--- config.mk ---
export PLATFORM = sky130hd
export DESIGN_NAME = phase_2b
export DESIGN_NICKNAME = d
export VERILOG_FILES = /design/src/rtl/phase_2b_pkg.sv /design/src/rtl/phase_2b_rot.sv /design/src/rtl/phase_2b.sv
export SDC_FILE = /design/constraint.sdc
export NUM_CORES = 1
export LEC_CHECK = 0
export CORE_MARGIN = 2
export CORE_UTILIZATION = 30
export CTS_CLUSTER_SIZE = 25
export DETAILED_ROUTE_END_ITERATION = 7
export PLACE_DENSITY = 0.67
export SETUP_SLACK_MARGIN = 0.3
export SLEW_MARGIN = 20
export SYNTH_ARGS = -nofsm -noshare
export SYNTH_HDL_FRONTEND = slang
export SYNTH_SLANG_ARGS = --single-unit
--- constraint.sdc ---
create_clock -name clk -period 2 [get_ports clk]
set_clock_uncertainty 0.2 [all_clocks]
set_input_delay 0.3 -clock clk [delete_from_list [all_inputs] [get_ports clk]]
set_output_delay 0.3 -clock clk [all_outputs]
set_load 0.05 [all_outputs]
--- src/rtl/phase_2b_pkg.sv ---
// phase_2b_pkg: shared phase/direction types and default width for the phase_2b rotate stage.
package phase_2b_pkg;
  typedef logic [1:0] phase_t;
  typedef enum logic {ROT_R = 1'b0, ROT_L = 1'b1} rot_dir_e;
  localparam int PHASE_2B_DEFAULT_W = 64;
endpackage

--- src/rtl/phase_2b_rot.sv ---
// phase_2b_rot: combinational barrel rotator, two mux levels (by 1, then by 2), right or left.
module phase_2b_rot
  import phase_2b_pkg::*;
#(
  parameter int W = PHASE_2B_DEFAULT_W
) (
  input  logic [W-1:0] data,
  input  phase_t       amt,
  input  rot_dir_e     dir,
  output logic [W-1:0] result
);
  logic [W-1:0] w_s1;
  always_comb begin
    w_s1 = !amt[0] ? data
         : (dir == ROT_L) ? {data[W-2:0], data[W-1]} : {data[0], data[W-1:1]};
    result = !amt[1] ? w_s1
           : (dir == ROT_L) ? {w_s1[W-3:0], w_s1[W-1:W-2]} : {w_s1[1:0], w_s1[W-1:2]};
  end
endmodule

--- src/rtl/phase_2b.sv ---
// phase_2b: registered rotate-by-k stage with valid/ready backpressure.
// Defining PHASE_2B_ROTL_EN adds a dir input selecting rotate-left.
module phase_2b
  import phase_2b_pkg::*;
#(
  parameter int BITSTREAM = PHASE_2B_DEFAULT_W
) (
  input  logic                 clk,
  input  logic                 rst_n,
  input  logic                 in_valid,
  output logic                 in_ready,
  input  logic [1:0]           k,
`ifdef PHASE_2B_ROTL_EN
  input  logic                 dir,
`endif
  input  logic [BITSTREAM-1:0] in_bits,
  output logic                 out_valid,
  input  logic                 out_ready,
  output logic [BITSTREAM-1:0] out_bits
);
  logic                 r_valid;
  logic [BITSTREAM-1:0] r_bits;
  logic [BITSTREAM-1:0] w_rot;
  rot_dir_e             w_dir;
`ifdef PHASE_2B_ROTL_EN
  assign w_dir = rot_dir_e'(dir);
`else
  assign w_dir = ROT_R;
`endif
  phase_2b_rot #(.W(BITSTREAM)) u_rot (
    .data  (in_bits),
    .amt   (phase_t'(k)),
    .dir   (w_dir),
    .result(w_rot)
  );
  assign in_ready  = !r_valid || out_ready;
  assign out_valid = r_valid;
  assign out_bits  = r_bits;
  // Whenever the slot is free (empty or draining), valid simply follows in_valid.
  always_ff @(posedge clk or negedge rst_n) begin
    if (!rst_n) begin
      r_valid <= 1'b0;
      r_bits  <= '0;
    end else if (in_ready) begin
      r_valid <= in_valid;
      if (in_valid) r_bits <= w_rot;
    end
  end
endmodule

# Yosys cells after proc, flatten, opt, wreduce, memory -nomap -nowiden
# Cells that the tools add are included.
classes:
  muxes: 2
  n_reduce_logical: 3
ops:
  columns: ["op", "count"]
  rows:
  - ["2-to-1 mux 64 bit", 2]
  - ["AND reduction 2 bit", 1]
  - ["logical NOT 1 bit", 1]
  - ["logical OR 1 bit", 1]
totals:
  out_inout_bits: 66
  regBits: 65
  inputBits: 70
  word_cells: 7

# Depth between registers and ports, before layout
# Gate-level depths: netlist of run 1.
depth:
  ltp_word: 3
  ltp_mapped: 6

# Hierarchy
# From an unflattened synthesis of run 1, not the netlist that was laid out.
hier_totals:
  cells_unflattened: 638
  area_unflattened_um2: 5689.2
by_module_without_submodules:
  columns: ["mod", "cells_per_inst", "area_per_inst_um2", "seq_area_each_um2", "instances"]
  rows:
  - ["phase_2b_rot", 499, 3014.1, 0.0, 1]
  - ["phase_2b", 139, 2675.1, 1626.6, 1]

# Worst setup path after synthesis of run 1
# No wires, ideal clock.
synth_path:
  path_type: "flip-flop to flip-flop"
  from: "register r_valid (netlist: out_valid)"
  to: "register r_bits[0] (netlist: out_bits[0])"
  t_arrival_ns: 1.794
  stages_incl_launch_ff: 6
  synth_period_minus_slack_ns: 2.084
  path_slack_ns: -0.084
  path_cell_list: "dfrtp_1 > nor2b_1 > inv_1 > nand3_1 > buf_2 > o221ai_1"
synth_via:
  elab_chain_len: 3
synth_lines:
  columns: ["element", "line", "source"]
  rows:
  - ["from (decl)", "phase_2b.sv:21", "logic r_valid;"]
  - ["from (signal assigned)", "phase_2b.sv:45", "r_valid <= in_valid;"]
  - ["logical NOT 1 bit", "phase_2b.sv:36", "assign in_ready = !r_valid || out_ready;"]
  - ["logical OR 1 bit", "phase_2b.sv:36", null]
  - ["via in_ready", "phase_2b.sv:11", "output logic in_ready,"]
  - ["AND reduction 2 bit (no source line)", null, null]
  - ["to (signal assigned)", "phase_2b.sv:46", "if (in_valid) r_bits <= w_rot;"]
  - ["to (decl)", "phase_2b.sv:22", "logic [BITSTREAM-1:0] r_bits;"]
# The timed path passes the listed nets, and every way through them passes these cells.
# A chain may end at the register's enable or synchronous reset.

# Worst setup path in the final report of run 1
layout_path:
  from: "input port out_ready"
  to: "output port in_ready"
layout_via:
  elab_chain_len: 1
layout_lines:
  columns: ["element", "line", "source"]
  rows:
  - ["from (decl)", "phase_2b.sv:18", "input logic out_ready,"]
  - ["logical OR 1 bit", "phase_2b.sv:36", null]
  - ["to (decl)", "phase_2b.sv:11", null]
# Every way passes these cells.

==> out/qor.csv, run 1 <==
metric,value,unit
outcome,"complete, no violations",
peak supply drop,0.4255,mV
Final Hold Viols,0,
die area,0.01212,mm²
cts bufs inserted,9,
clock root buffer,clkbuf_8,
Final Power,4770,µW
share of the synthesized area in the top cell type,48.17,%
origin of the critical flop-to-flop path,out_valid,
unrepaired setup endpoints after global routing,yes,
nets@finish,497,
fin crit period,1.709,ns
Synth Flop Type,dfrtp_1,
layout overhead on the synthesized area,52.17,%
GPL Wtd Cong,0.7263,
IO Pins,136,
"top cells by area, synth","dfrtp_1 48%, mux2i_1 19%, o221ai_1 17%, o21ai_0 9.5%, buf_6 2.3%",
Worst setup endpoint,in_ready,
Crit. End Element,output pin,
first-pass GRT wire length,16820,µm
Pwr Density,928.2,mW/mm²
Routed WL,10670,µm
critical path type,input pin to output pin,
reg2reg setup slack,0.35,ns
Port Buffers,135,
Crit. Startpoint,out_ready,
H-tree depth,3,
LEAKAGE,0.002216,µW
drt initial violations,202,
Tcrit/Tclk final,85.43,%
ant diodes,0,
fin. max-slew vios,0,
Worst-path clk slew,0.08,ns
syn avg cell area,11.37,µm²
register bit count reported by yosys,65,
Initial Util,31.02,%
DRC Markers,0,
DIE HEIGHT,110.1,µm
vias in the first global route,3181,
slew of the pin with the lowest slew margin,0.5814,ns
# rows,38,
most frequent cell after synthesis,dfrtp_1,
First-pass DRT Iterations,4,
worst min-delay path category,input pin to async pin,
Longest Clk Path Bufs,2,
fin cells,572,
Yosys Warn Count,0,
synth cell count leaders,"65 x dfrtp_1, 64 x mux2i_1, 64 x o21ai_0, 64 x o221ai_1",
Worst-Skew Late Latency,0.33,ns
worst path arrival time,1.21,ns
Die X-Extent,110.1,µm
"critical path fanouts, max",3,
remaining global-route overflow,0,
worst hold margin,0.2975,ns
cell taking the most area after synthesis,dfrtp_1,
sequential-to-total area share from yosys stat,48.17,%
Num Clock Sinks,65,
Vias/cell,5.600,
Rel. slew slack,61.24,%
CP Launch Type,input pin,
Routed WL per cell,18.66,µm
f_max,585.3,MHz
detailed-route via count,3203,
"Req. time, crit path",1.50,ns
MaxCap Viol Count,0,
post-synth net total,367,
TritonCTS clock tree,yes,
Post-Place Cells,550,
Post-synth EDFFs,0,
Synth async-reset ratio,100.0,%
Core Footprint,0.01089,mm²
detailed placement HPWL,6711,µm
number of antenna-violating nets in the routed design,0,
GR Util All Layers,17.75,%
initial antenna violation count,0,
Mapped Cells,297,
"Distinct cells, synth",14,
# setup viols final,0,
layout cells sized above 1,25.46,%
worst r2r dst,out_bits[28],
Reg2Reg Depth,7,
largest net degree at the start of global routing,66,
"Cell Area, Synth",0.003377,mm²
## cell families (layout without fill, tap and decap cells)
group	after synthesis	after routing	share of synthesized area, %
buffers and inverters	36	171	6.150
AND/OR/NAND/NOR	4	4	0.6299
AO/OA/AOI/OAI	128	128	26.08
multiplexers	64	64	18.97
flip-flops	65	65	48.17
## per-stage QoR
| step | area [µm²] | setup WS, ns | util (%) | setup TNS, ns |
|---|---|---|---|---|
| after CTS | 5149 | 0.2904 | 47.29 | 0 |
| after global routing | 5139 | 0.2405 | 47.20 | 0 |
| after global placement | 4796 | -0.04657 | 44.05 | -0.8586 |
| after detailed placement | 4796 | -0.07843 | 44.05 | -1.916 |
| after floorplan | 3398 | 0.3224 | - | 0 |
| final | 5139 | 0.2915 | 47.20 | 0 |
## sequential cells by signal (all words and copies together), names as in the netlist
signal / cells
out_valid: 1
out_bits: 64
## worst max-delay path: stages
cell and delay (ns):
clkdlybuf4s50_1 0.52, nor2b_4 0.06, buf_4 0.14, inv_4 0.05
buf_8 0.14
## cell usage in the layout, fill, tap and decap left out
master,Yosys,final
buf_12,0,6
buf_16,0,2
buf_2,13,1
buf_4,1,43
buf_6,7,1
buf_8,0,1
bufinv_16,0,2
clkbuf_2,0,6
clkbuf_8,0,9
clkdlybuf4s15_2,0,25
clkdlybuf4s50_1,0,67
clkinv_2,0,2
clkinvlp_4,0,2
dfrtp_1,65,64
dfrtp_2,0,1
dlygate4sd3_1,0,1
inv_2,1,1
inv_4,0,1
inv_6,0,1
mux2i_1,64,64
nand2_1,1,1
nand3_4,0,1
nor2b_4,0,1
o21ai_0,64,64
o221ai_1,64,61
o221ai_2,0,3
or3_4,0,1
## worst min path at each step
| stage | to |
|---|---|
| global placement | out_bits[20] |
| finish | out_bits[21] |
| global route | out_bits[20] |
| detailed placement | out_bits[20] |
| CTS | out_bits[21] |
| floorplan | out_bits[0] |
## repair_timing
item / 4_1_cts / 5_1_grt
endpoints found under the hold margin: 65 / 0
setup endpoints to repair: 38 / 69
gates cloned: 2 / 0
hold buffers: 1 / 0
resized for setup: 91 / 12
setup buffers: 2 / 1
pin swaps: 0 / 1
## routing by layer
layer | GRT usage (%) | up-vias | wire [µm] | share of wire [%]
li1 | - | 1453 | - | -
met1 | 25.82 | 1591 | 4762 | 45
met2 | 26.51 | 154 | 4938 | 46
met3 | 4.233 | 5 | 906 | 8.5
met4 | 4.464 | 0 | 67 | 0.63
met5 | 0 | - | 0 | 0
## final cells by class
cell class / instances / area [µm²]
Inverter: 2 / 10.01
Timing Repair Buffer: 153 / 1521
Tap cell: 140 / 175.2
Multi-Input combinational cell: 196 / 1587
Sequential cell: 65 / 1628
Clock inverter: 7 / 93.84
Clock buffer: 9 / 123.9
Fill cell: 1019 / 5749
## report_power, final
| group | total, µW | internal, µW | switching, µW |
|---|---|---|---|
| clock | 1240 | 702 | 543 |
| combinational | 1860 | 638 | 1230 |
| sequential | 1660 | 1530 | 133 |
| total | 4770 | 2870 | 1900 |
No activity file was read; power rests on OpenSTA's default activity.
==> run 2: changes to the inputs <==
- CAP_MARGIN: default -> 5
==> results of run 2 <==
The final DEF is identical to that of run 1; final timing and power are the same.
==> run 3: changes to the inputs <==
- CTS_CLUSTER_SIZE: 25 -> 40
==> results of run 3 <==
The final DEF is identical to that of run 1; final timing and power are the same.
